===== src/rtl/agendador_medidas_dht11.sv =====
// Scheduler for the DHT11 measurement block: triggers periodic measurements and tracks the pronto/erro handshake.
// Keeps a 4-sample moving average of temperature and humidity, a hysteresis alarm, and a consecutive-failure fault flag.
module agendador_medidas_dht11 #(
    parameter int PERIODO          = 100_000_000,
    parameter int TIMEOUT_RESPOSTA = 150_000_000,
    parameter int MAX_ERROS        = 3,
    parameter int HISTERESE        = 2
) (
    input  logic        clock,
    input  logic        reset,
    input  logic        habilitar,
    input  logic        medir_agora,
    input  logic        pronto,
    input  logic        erro,
    input  logic [15:0] temperatura,
    input  logic [15:0] umidade,
    input  logic [7:0]  limiar_temp,
    output logic        medir,
    output logic [7:0]  temp_media,
    output logic [7:0]  umid_media,
    output logic        dado_valido,
    output logic        alarme,
    output logic        falha_sensor,
    output logic [3:0]  contagem_erros,
    output logic [2:0]  db_estado
);
    localparam int PW = $clog2(PERIODO + 1);
    localparam int TW = $clog2(TIMEOUT_RESPOSTA + 1);
    localparam logic [PW-1:0] PERIODO_ULT = PW'(PERIODO - 1);
    localparam logic [TW-1:0] TIMEOUT_ULT = TW'(TIMEOUT_RESPOSTA - 1);

    typedef enum logic [2:0] {
        OCIOSO   = 3'd0,
        ESPERA   = 3'd1,
        DISPARA  = 3'd2,
        AGUARDA  = 3'd3,
        REGISTRA = 3'd4,
        FALHA    = 3'd5
    } estado_t;

    estado_t       estado_reg, estado_next;
    logic [PW-1:0] periodo_cnt_reg;
    logic [TW-1:0] timeout_cnt_reg;
    logic [7:0]    temp_amostra_reg, umid_amostra_reg;
    logic [7:0]    temp_buf_reg  [4];
    logic [7:0]    umid_buf_reg  [4];
    logic [7:0]    temp_buf_next [4];
    logic [7:0]    umid_buf_next [4];
    logic          primed_reg;
    logic [9:0]    temp_soma, umid_soma;
    logic [7:0]    temp_media_reg, umid_media_reg;
    logic          dado_valido_reg, alarme_reg, falha_sensor_reg;
    logic [3:0]    contagem_erros_reg, contagem_erros_inc;
    logic [7:0]    limiar_limpa;
    logic          unused_decimais;

    // Decimal parts of the sensor words are not used by the averages.
    assign unused_decimais = ^{temperatura[7:0], umidade[7:0]};

    always_ff @(posedge clock) begin
        if (!reset) estado_reg <= OCIOSO;
        else        estado_reg <= estado_next;
    end

    always_comb begin
        estado_next = estado_reg;
        case (estado_reg)
            OCIOSO:   if (habilitar) estado_next = DISPARA;
            ESPERA: begin
                if (!habilitar)
                    estado_next = OCIOSO;
                else if (periodo_cnt_reg == PERIODO_ULT || medir_agora)
                    estado_next = DISPARA;
            end
            DISPARA:  estado_next = AGUARDA;
            AGUARDA: begin
                if (pronto)
                    estado_next = REGISTRA;
                else if (erro || timeout_cnt_reg == TIMEOUT_ULT)
                    estado_next = FALHA;
            end
            REGISTRA: estado_next = habilitar ? ESPERA : OCIOSO;
            FALHA:    estado_next = habilitar ? ESPERA : OCIOSO;
            default:  estado_next = OCIOSO;
        endcase
    end

    // Counters sit at zero outside their own state, so entering it always starts from 0.
    always_ff @(posedge clock) begin
        if (!reset) begin
            periodo_cnt_reg <= '0;
            timeout_cnt_reg <= '0;
        end else begin
            periodo_cnt_reg <= (estado_reg == ESPERA)  ? periodo_cnt_reg + 1'b1 : '0;
            timeout_cnt_reg <= (estado_reg == AGUARDA) ? timeout_cnt_reg + 1'b1 : '0;
        end
    end

    // Before the first sample every slot takes the new value, otherwise the buffer shifts.
    genvar gi;
    generate
        for (gi = 0; gi < 4; gi++) begin : g_buf
            if (gi == 0) begin : g_cab
                assign temp_buf_next[gi] = temp_amostra_reg;
                assign umid_buf_next[gi] = umid_amostra_reg;
            end else begin : g_corpo
                assign temp_buf_next[gi] = primed_reg ? temp_buf_reg[gi-1] : temp_amostra_reg;
                assign umid_buf_next[gi] = primed_reg ? umid_buf_reg[gi-1] : umid_amostra_reg;
            end
        end
    endgenerate

    always_comb begin
        temp_soma = '0;
        umid_soma = '0;
        for (int i = 0; i < 4; i++) begin
            temp_soma = temp_soma + {2'b00, temp_buf_next[i]};
            umid_soma = umid_soma + {2'b00, umid_buf_next[i]};
        end
    end

    assign contagem_erros_inc = (contagem_erros_reg == 4'hF) ? 4'hF : contagem_erros_reg + 4'd1;
    assign limiar_limpa = (limiar_temp < 8'(HISTERESE)) ? 8'd0 : limiar_temp - 8'(HISTERESE);

    always_ff @(posedge clock) begin
        if (!reset) begin
            temp_amostra_reg   <= '0;
            umid_amostra_reg   <= '0;
            for (int i = 0; i < 4; i++) begin
                temp_buf_reg[i] <= '0;
                umid_buf_reg[i] <= '0;
            end
            primed_reg         <= 1'b0;
            temp_media_reg     <= '0;
            umid_media_reg     <= '0;
            dado_valido_reg    <= 1'b0;
            alarme_reg         <= 1'b0;
            falha_sensor_reg   <= 1'b0;
            contagem_erros_reg <= '0;
        end else begin
            dado_valido_reg <= 1'b0;
            if (estado_reg == AGUARDA && pronto) begin
                temp_amostra_reg <= temperatura[15:8];
                umid_amostra_reg <= umidade[15:8];
            end
            if (estado_reg == REGISTRA) begin
                for (int i = 0; i < 4; i++) begin
                    temp_buf_reg[i] <= temp_buf_next[i];
                    umid_buf_reg[i] <= umid_buf_next[i];
                end
                primed_reg         <= 1'b1;
                temp_media_reg     <= 8'(temp_soma >> 2);
                umid_media_reg     <= 8'(umid_soma >> 2);
                dado_valido_reg    <= 1'b1;
                contagem_erros_reg <= '0;
                falha_sensor_reg   <= 1'b0;
            end
            if (estado_reg == FALHA) begin
                contagem_erros_reg <= contagem_erros_inc;
                if (32'(contagem_erros_inc) >= MAX_ERROS)
                    falha_sensor_reg <= 1'b1;
            end
            // The alarm only reacts to a freshly published average.
            if (dado_valido_reg) begin
                if (temp_media_reg > limiar_temp)
                    alarme_reg <= 1'b1;
                else if (temp_media_reg < limiar_limpa)
                    alarme_reg <= 1'b0;
            end
        end
    end

    assign medir          = (estado_reg == DISPARA);
    assign temp_media     = temp_media_reg;
    assign umid_media     = umid_media_reg;
    assign dado_valido    = dado_valido_reg;
    assign alarme         = alarme_reg;
    assign falha_sensor   = falha_sensor_reg;
    assign contagem_erros = contagem_erros_reg;
    assign db_estado      = estado_reg;
endmodule


===== config.mk =====
export PLATFORM = sky130hd
export DESIGN_NAME = agendador_medidas_dht11
export DESIGN_NICKNAME = d
export VERILOG_FILES = /design/src/rtl/agendador_medidas_dht11.sv
export SDC_FILE = /design/constraint.sdc
export NUM_CORES = 1
export LEC_CHECK = 0
export BUFFER_PORTS_ARGS = -buffer_cell sky130_fd_sc_hd__buf_2
export CAP_MARGIN = 20
export CORE_MARGIN = 2
export CORE_UTILIZATION = 25
export CTS_CLUSTER_SIZE = 10
export DETAILED_ROUTE_END_ITERATION = 6
export GPL_ROUTABILITY_DRIVEN = 0
export PLACE_DENSITY = 0.41
export SLEW_MARGIN = 20
export SYNTH_ARGS = -nofsm -noshare
export SYNTH_HDL_FRONTEND = slang
export SYNTH_SLANG_ARGS = --single-unit
export TNS_END_PERCENT = 10

===== constraint.sdc =====
create_clock -name clock -period 3.6 [get_ports clock]
set_input_delay 0.54 -clock clock [delete_from_list [all_inputs] [get_ports clock]]
set_output_delay 0.54 -clock clock [all_outputs]
set_load 0.03 [all_outputs]

==> flow_metrics.py, run 1 <==
metrics = {
    "status": {
        "outcome": "finished, final reports clean",
    },
    "power_and_ir_drop": {
        "sw_frac_of_total": 0.264,
        "p_switching_w": 0.000977,
        "p_leak_nw": 3.60,
        "p_clk_frac": 0.479,
        "p_per_area_nw_per_um2": 391,
        "power_frac_seq": 0.469,
        "ir_drop_uv": 300,
        "total_power_w": 0.00371,
        "pwr-share-comb": 0.052,
        "p_int_w": 0.00273,
    },
    "worst_setup_path": {
        "cp.required_ns": 3.90,
        "path_cells": "buf_12 -> nor2_1 -> a21oi_1 -> fa_1 -> fa_1 -> inv_1 -> ha_1 -> or2_2 -> o221ai_1 -> a21oi_1 -> a2111oi_2 -> nor4b_1",
        "cp_max_fo": 16,
        "cp-start-kind": "register",
        "cp_data_arrival_time_ns": 3.71,
        "slowest_delay_ns": 0.52,
        "crit_family": "adder cells",
        "crit_type": "reg2reg",
        "crit_buf_inv": 2,
        "crit_path_top_delay_cell": "fa_1",
        "end_kind": "register",
    },
    "cts": {
        "cts_buffers": 17,
        "cts_sinks": 146,
        "path_clk_slew_ns": 0.08,
        "clockBufferDepth": 2,
        "ctsHoldBuffers": 0,
        "clkLatencyLatePin_ns": 0.43,
        "cts_tree": "done",
        "htree_levels": 4,
        "cts-root-buf": "clkbuf_16",
    },
    "logic_synthesis": {
        "syn_area_um2": 7980,
        "seq_area_frac_synth": 0.427,
        "synth_cells": 865,
        "yosys_warnings": 0,
        "synth-seq-cells": 146,
        "synth_edf_count": 48,
        "yosysMostFrequentCell": "nor2_1",
        "syn-mean-instance-area_um2": 9.22,
        "ys_async_sr_fraction": 0,
        "yosys-top-cells-count": "nor2_1 (130), dfxtp_1 (98), nand2_1 (89)",
        "syn-num-nets": 976,
        "ys_top_cells_by_area": "dfxtp_1 (25%), edfxtp_1 (18%), fa_1 (8.0%)",
        "synth_top_cell_by_area": "dfxtp_1",
        "synth_top_cell_area_share": 0.246,
        "synth_cell_types": 57,
        "synth_flop_cell": "dfxtp_1",
    },
    "routing": {
        "drtIter0Drc": 324,
        "ant_nets": 0,
        "drt_pass1_iterations": 4,
        "viasPerCell": 4.53,
        "vias": 6098,
        "wl_per_cell_um": 14.4,
        "met3_wirelength_um": 505,
        "remaining_drc_errors": 0,
        "routed-wl-met2_um": 9250,
        "highest_layer": "met4",
        "routed_wl_um": 19400,
        "wl_met1_um": 9470,
    },
    "timing": {
        "maxSlewHeadroom": 0.458,
        "worst_slew_pin_slew_ns": 0.810,
        "whs_ns": 0.359,
        "setup_viol": 0,
        "hold_violations": 0,
        "fin_crit_sh": 0.945,
        "finClkSkew_ns": 0.0166,
        "slew_viol_final": 0,
        "min_period_ns": 3.40,
        "fmax_ghz": 0.294,
    },
    "place": {
        "post-dp-hpwl_um": 13800,
        "portBuffers": 56,
        "place_inst": 1310,
        "placed_cell_area_um2": 8810,
    },
    "global_route": {
        "gr-total-overflow": 0,
        "grt_usage": 0.120,
        "grt_pass1_vias": 6080,
        "antenna_found_initial": 0,
        "grt_pass1_wl_um": 31700,
        "grt_max_degree": 38,
    },
    "cells_and_area": {
        "fillers": 3336,
        "layout.cells.non_filler": 1345,
        "antenna_cells": 0,
        "final_area_um2": 9490,
        "drive_above_1_share": 0.145,
        "final_net_count": 1041,
        "largest_register_ffs": 28,
        "area_growth_pct": 19.0,
        "utilization": 0.301,
    },
    "job": {
        "maxCapViolCount": 0,
    },
    "floorplan": {
        "core_um2": 31500,
        "start_util": 0.253,
        "io_pins": 73,
        "rows": 65,
        "die_area_um2": 33300,
        "fp.dieH_um": 183,
        "die_x_um": 183,
    },
    "hold_path": {
        "hold_class": "in2reg",
    },
}
worst paths after layout:
check / start / endpoint / slack, ns / cells after the start
setup / recovery: primed_reg / temp_media[7] / 0.20 / 12
hold / removal: temperatura[10] / temp_amostra_reg[2] / 0.36 / 3
setup reg to reg: primed_reg / temp_media[7] / 0.20 / 12
hold reg to reg: umid_media[2] / umid_media[2] / 0.46 / 2
logic make-up (layout without fill, tap and decap cells):
| logic type | count (synthesis) | count (layout) | synth area share |
|---|---|---|---|
| AND/OR/NAND/NOR | 362 | 362 | 0.219 |
| flip-flops | 146 | 146 | 0.427 |
| AO/OA/AOI/OAI | 139 | 139 | 0.110 |
| buffers and inverters | 93 | 171 | 0.0453 |
| adder cells (fa/ha/maj) | 65 | 65 | 0.132 |
| XOR/XNOR | 57 | 57 | 0.0626 |
| multiplexers | 3 | 3 | 0.00408 |
timing repair:
action	4_1_cts	5_1_grt
setup buffers	0	2
resized for setup	0	18
endpoints found under the setup margin	0	4
power by group through the flow:
| stage | clock, W | sequential, W | combinational (W) |
|---|---|---|---|
| after floorplan | 0 | 0.00178 | 0.000118 |
| after global placement | 0 | 0.00178 | 0.000192 |
| after detailed placement | 0 | 0.00178 | 0.000192 |
| after CTS | 0.00184 | 0.00174 | 0.000193 |
| after global routing | 0.00190 | 0.00174 | 0.000219 |
| final | 0.00178 | 0.00174 | 0.000192 |
area by class of cell:
type	instances	area, um2	area share
flip-flops and latches	146	3410	0.359
repair buffers	80	503	0.0530
clock buffers	17	425	0.0448
clock inverters	15	158	0.0166
well taps	402	503	0.0530
multi-input cells	626	4270	0.450
inverters	59	221	0.0233
placed cells by master, fill, tap and decap left out, drive strengths merged, types with 4 or more instances in the layout:
| cell | n |
|---|---|
| a2111oi | 4 |
| a21boi | 23 |
| a21oi | 62 |
| and2 | 9 |
| and3 | 12 |
| and4 | 6 |
| buf | 79 |
| clkbuf | 18 |
| dfxtp | 98 |
| edfxtp | 48 |
| fa | 32 |
| ha | 33 |
| inv | 71 |
| nand2 | 89 |
| nand2b | 7 |
| nand3 | 35 |
| nand4 | 27 |
| nor2 | 130 |
| nor2b | 5 |
| nor3 | 13 |
| nor4 | 5 |
| nor4b | 6 |
| o211ai | 6 |
| o21a | 4 |
| o21ai | 14 |
| o221ai | 5 |
| or2 | 4 |
| xnor2 | 19 |
| xor2 | 38 |
worst min-delay path, delay by kind of cell:
family	cells	cell delay, ns
compound gates	1	0.06
simple gates	1	0.04
buf+inv	1	0.10
stage by stage:
step,setup slack [ns],TNS (ns)
2_1_floorplan,0.0390,0
3_3_place_gp,0.121,0
3_5_place_dp,0.0702,0
4_1_cts,0.0289,0
5_1_grt,-0.0519,-0.0519
6_report,0.198,0
routing by layer:
metal / GRT usage / vias to the layer above
met5: 0 / -
met4: 0.0310 / 0
met3: 0.0255 / 11
met2: 0.202 / 62
met1: 0.156 / 2910
li1: - / 3115
(Power assumes the default switching activity.)
==> run 2: changes to the inputs <==
--- a/config.mk
+++ b/config.mk
@@ -12,7 +12,7 @@
 export CTS_CLUSTER_SIZE = 10
 export DETAILED_ROUTE_END_ITERATION = 6
 export GPL_ROUTABILITY_DRIVEN = 0
-export PLACE_DENSITY = 0.41
+export PLACE_DENSITY = 0.39
 export SLEW_MARGIN = 20
 export SYNTH_ARGS = -nofsm -noshare
 export SYNTH_HDL_FRONTEND = slang
==> constraint.sdc (replaced) <==
create_clock -name clock -period 3.55 [get_ports clock]
set_input_delay 0.5325 -clock clock [delete_from_list [all_inputs] [get_ports clock]]
set_output_delay 0.5325 -clock clock [all_outputs]
set_load 0.03 [all_outputs]
==> flow_metrics.py, run 2 (synthesis results as in run 1) <==
metrics = {
    "cts": {
        "path_clk_slew_ns": 0.07,
        "cts_buffers": 17,
        "cts-root-buf": "clkbuf_16",
        "cts-resized-gates": 0,
        "htree_levels": 4,
        "cts_sinks": 146,
        "postCtsSetupBuffers": 0,
        "cts_tree": "done",
        "ctsHoldBuffers": 0,
        "clockBufferDepth": 2,
        "clkLatencyLatePin_ns": 0.42,
    },
    "routing": {
        "ant_nets": 0,
        "wl_per_cell_um": 14.2,
        "viasPerCell": 4.55,
        "routed_wl_um": 19100,
        "vias": 6129,
        "drt_pass1_iterations": 4,
        "remaining_drc_errors": 0,
        "drtIter0Drc": 258,
    },
    "global_route": {
        "grt_max_degree": 40,
        "grt_util_met1": 0.157,
        "grt_use_met3": 0.0287,
        "grt_usage": 0.121,
        "grt_util_met2": 0.201,
        "grt.busiest_layer": "met2",
        "gr-total-overflow": 0,
        "grt_pass1_vias": 6289,
        "grt_pass1_wl_um": 32200,
        "antenna_found_initial": 0,
    },
    "floorplan": {
        "die_x_um": 183,
        "io_pins": 73,
        "fp.dieH_um": 183,
        "core_um2": 31500,
        "die_area_um2": 33300,
        "rows": 65,
        "start_util": 0.253,
    },
    "worst_setup_path": {
        "end_kind": "register",
        "cp-start-kind": "register",
        "crit_top_cell": "fa_1",
        "crit_type": "reg2reg",
        "cp.required_ns": 3.84,
        "rr_endpoint": "umid_media[7]",
        "cp_data_arrival_time_ns": 3.63,
        "crit_buf_inv": 3,
        "slowest_delay_ns": 0.52,
        "r2r_setup_slack_ns": 0.21,
        "crit_family": "adder cells",
        "crit_path_top_delay_cell": "fa_1",
        "r2r_cells": 12,
        "rr_startpoint": "primed_reg",
        "cp_max_fo": 16,
        "path_cells": "buf_12 -> buf_4 -> a21oi_1 -> fa_1 -> fa_1 -> inv_1 -> ha_1 -> or2_2 -> o221ai_2 -> a21oi_2 -> a2111oi_0 -> nor4b_1",
    },
    "timing": {
        "fmax_ghz": 0.300,
        "fin_crit_sh": 0.940,
        "whs_ns": 0.357,
        "setup_viol": 0,
        "worst_slew_pin_slew_ns": 0.982,
        "hold_violations": 0,
        "finClkSkew_ns": 0.0123,
        "maxSlewHeadroom": 0.344,
        "rsz0062_at_grt": "true",
        "slew_viol_final": 0,
        "tns_ns": 0,
        "min_period_ns": 3.34,
    },
    "power_and_ir_drop": {
        "total_power_w": 0.00386,
        "p_per_area_nw_per_um2": 404,
        "ir_drop_uv": 311,
        "p_leak_nw": 3.62,
    },
    "hold_path": {
        "hp-start": "temperatura[10]",
        "hold_class": "in2reg",
        "min_path_cells": 3,
        "min_to": "temp_amostra_reg[2]",
    },
    "cells_and_area": {
        "final_net_count": 1043,
        "mostFrequentLayoutCells": "nor2_1 (126), dfxtp_1 (97), nand2_1 (88)",
        "fillers": 3316,
        "largest_register_ffs": 28,
        "drive_above_1_share": 0.146,
        "area_growth_pct": 19.6,
        "layout_commonest_cell": "nor2_1",
        "antenna_cells": 0,
    },
    "job": {
        "maxCapViolCount": 0,
    },
    "place": {
        "portBuffers": 56,
        "post-dp-hpwl_um": 13700,
    },
    "status": {
        "outcome": "finished, final reports clean",
    },
}
-- run 2: layout make-up --
| class | instances | area, um2 | area share |
|---|---|---|---|
| flip-flops and latches | 146 | 3410 | 0.357 |
| well taps | 402 | 503 | 0.0527 |
| repair buffers | 82 | 531 | 0.0556 |
| multi-input cells | 626 | 4260 | 0.447 |
| clock inverters | 14 | 168 | 0.0176 |
| inverters | 59 | 221 | 0.0232 |
| clock buffers | 18 | 450 | 0.0472 |
-- run 2: worst min-delay path: cells and delay by family --
family	cells	cell delay [ns]
AO/OA/AOI/OAI	1	0.06
buffers and inverters	1	0.10
AND/OR/NAND/NOR	1	0.04
-- run 2: through the flow --
step / util / cell area (um2) / setup WS (ns) / std cells
after floorplan: - / 7980 / -0.00959 / 865
after global placement: 0.281 / 8850 / 0.0788 / 1314
after detailed placement: 0.281 / 8850 / 0.0632 / 1314
after CTS: 0.301 / 9470 / 0.0402 / 1346
after global routing: 0.303 / 9540 / -0.00959 / 1347
final: 0.303 / 9540 / 0.215 / 1347
-- run 2: worst max path at each step --
stage	from	to	slack (ns)	depth (start not counted)
after floorplan	primed_reg	temp_media[7]	-0.01	14
after global placement	primed_reg	temp_media[7]	0.08	13
after detailed placement	primed_reg	temp_media[7]	0.06	13
after CTS	primed_reg	umid_media[7]	0.04	13
after global routing	primed_reg	temp_media[7]	-0.01	12
final	primed_reg	umid_media[7]	0.21	12
-- run 2: layer usage --
layer	routed length, um	vias to the layer above
li1	-	3129
met1	9350	2929
met2	8950	59
met3	595	12
met4	182	0
met5	0	-
-- run 2: power breakdown --
group          leakage [nW]  switching (W)  internal (W)
registers              1.29      0.0000168       0.00175
logic                  2.03       0.000121     0.0000736
clock network         0.308       0.000795       0.00110
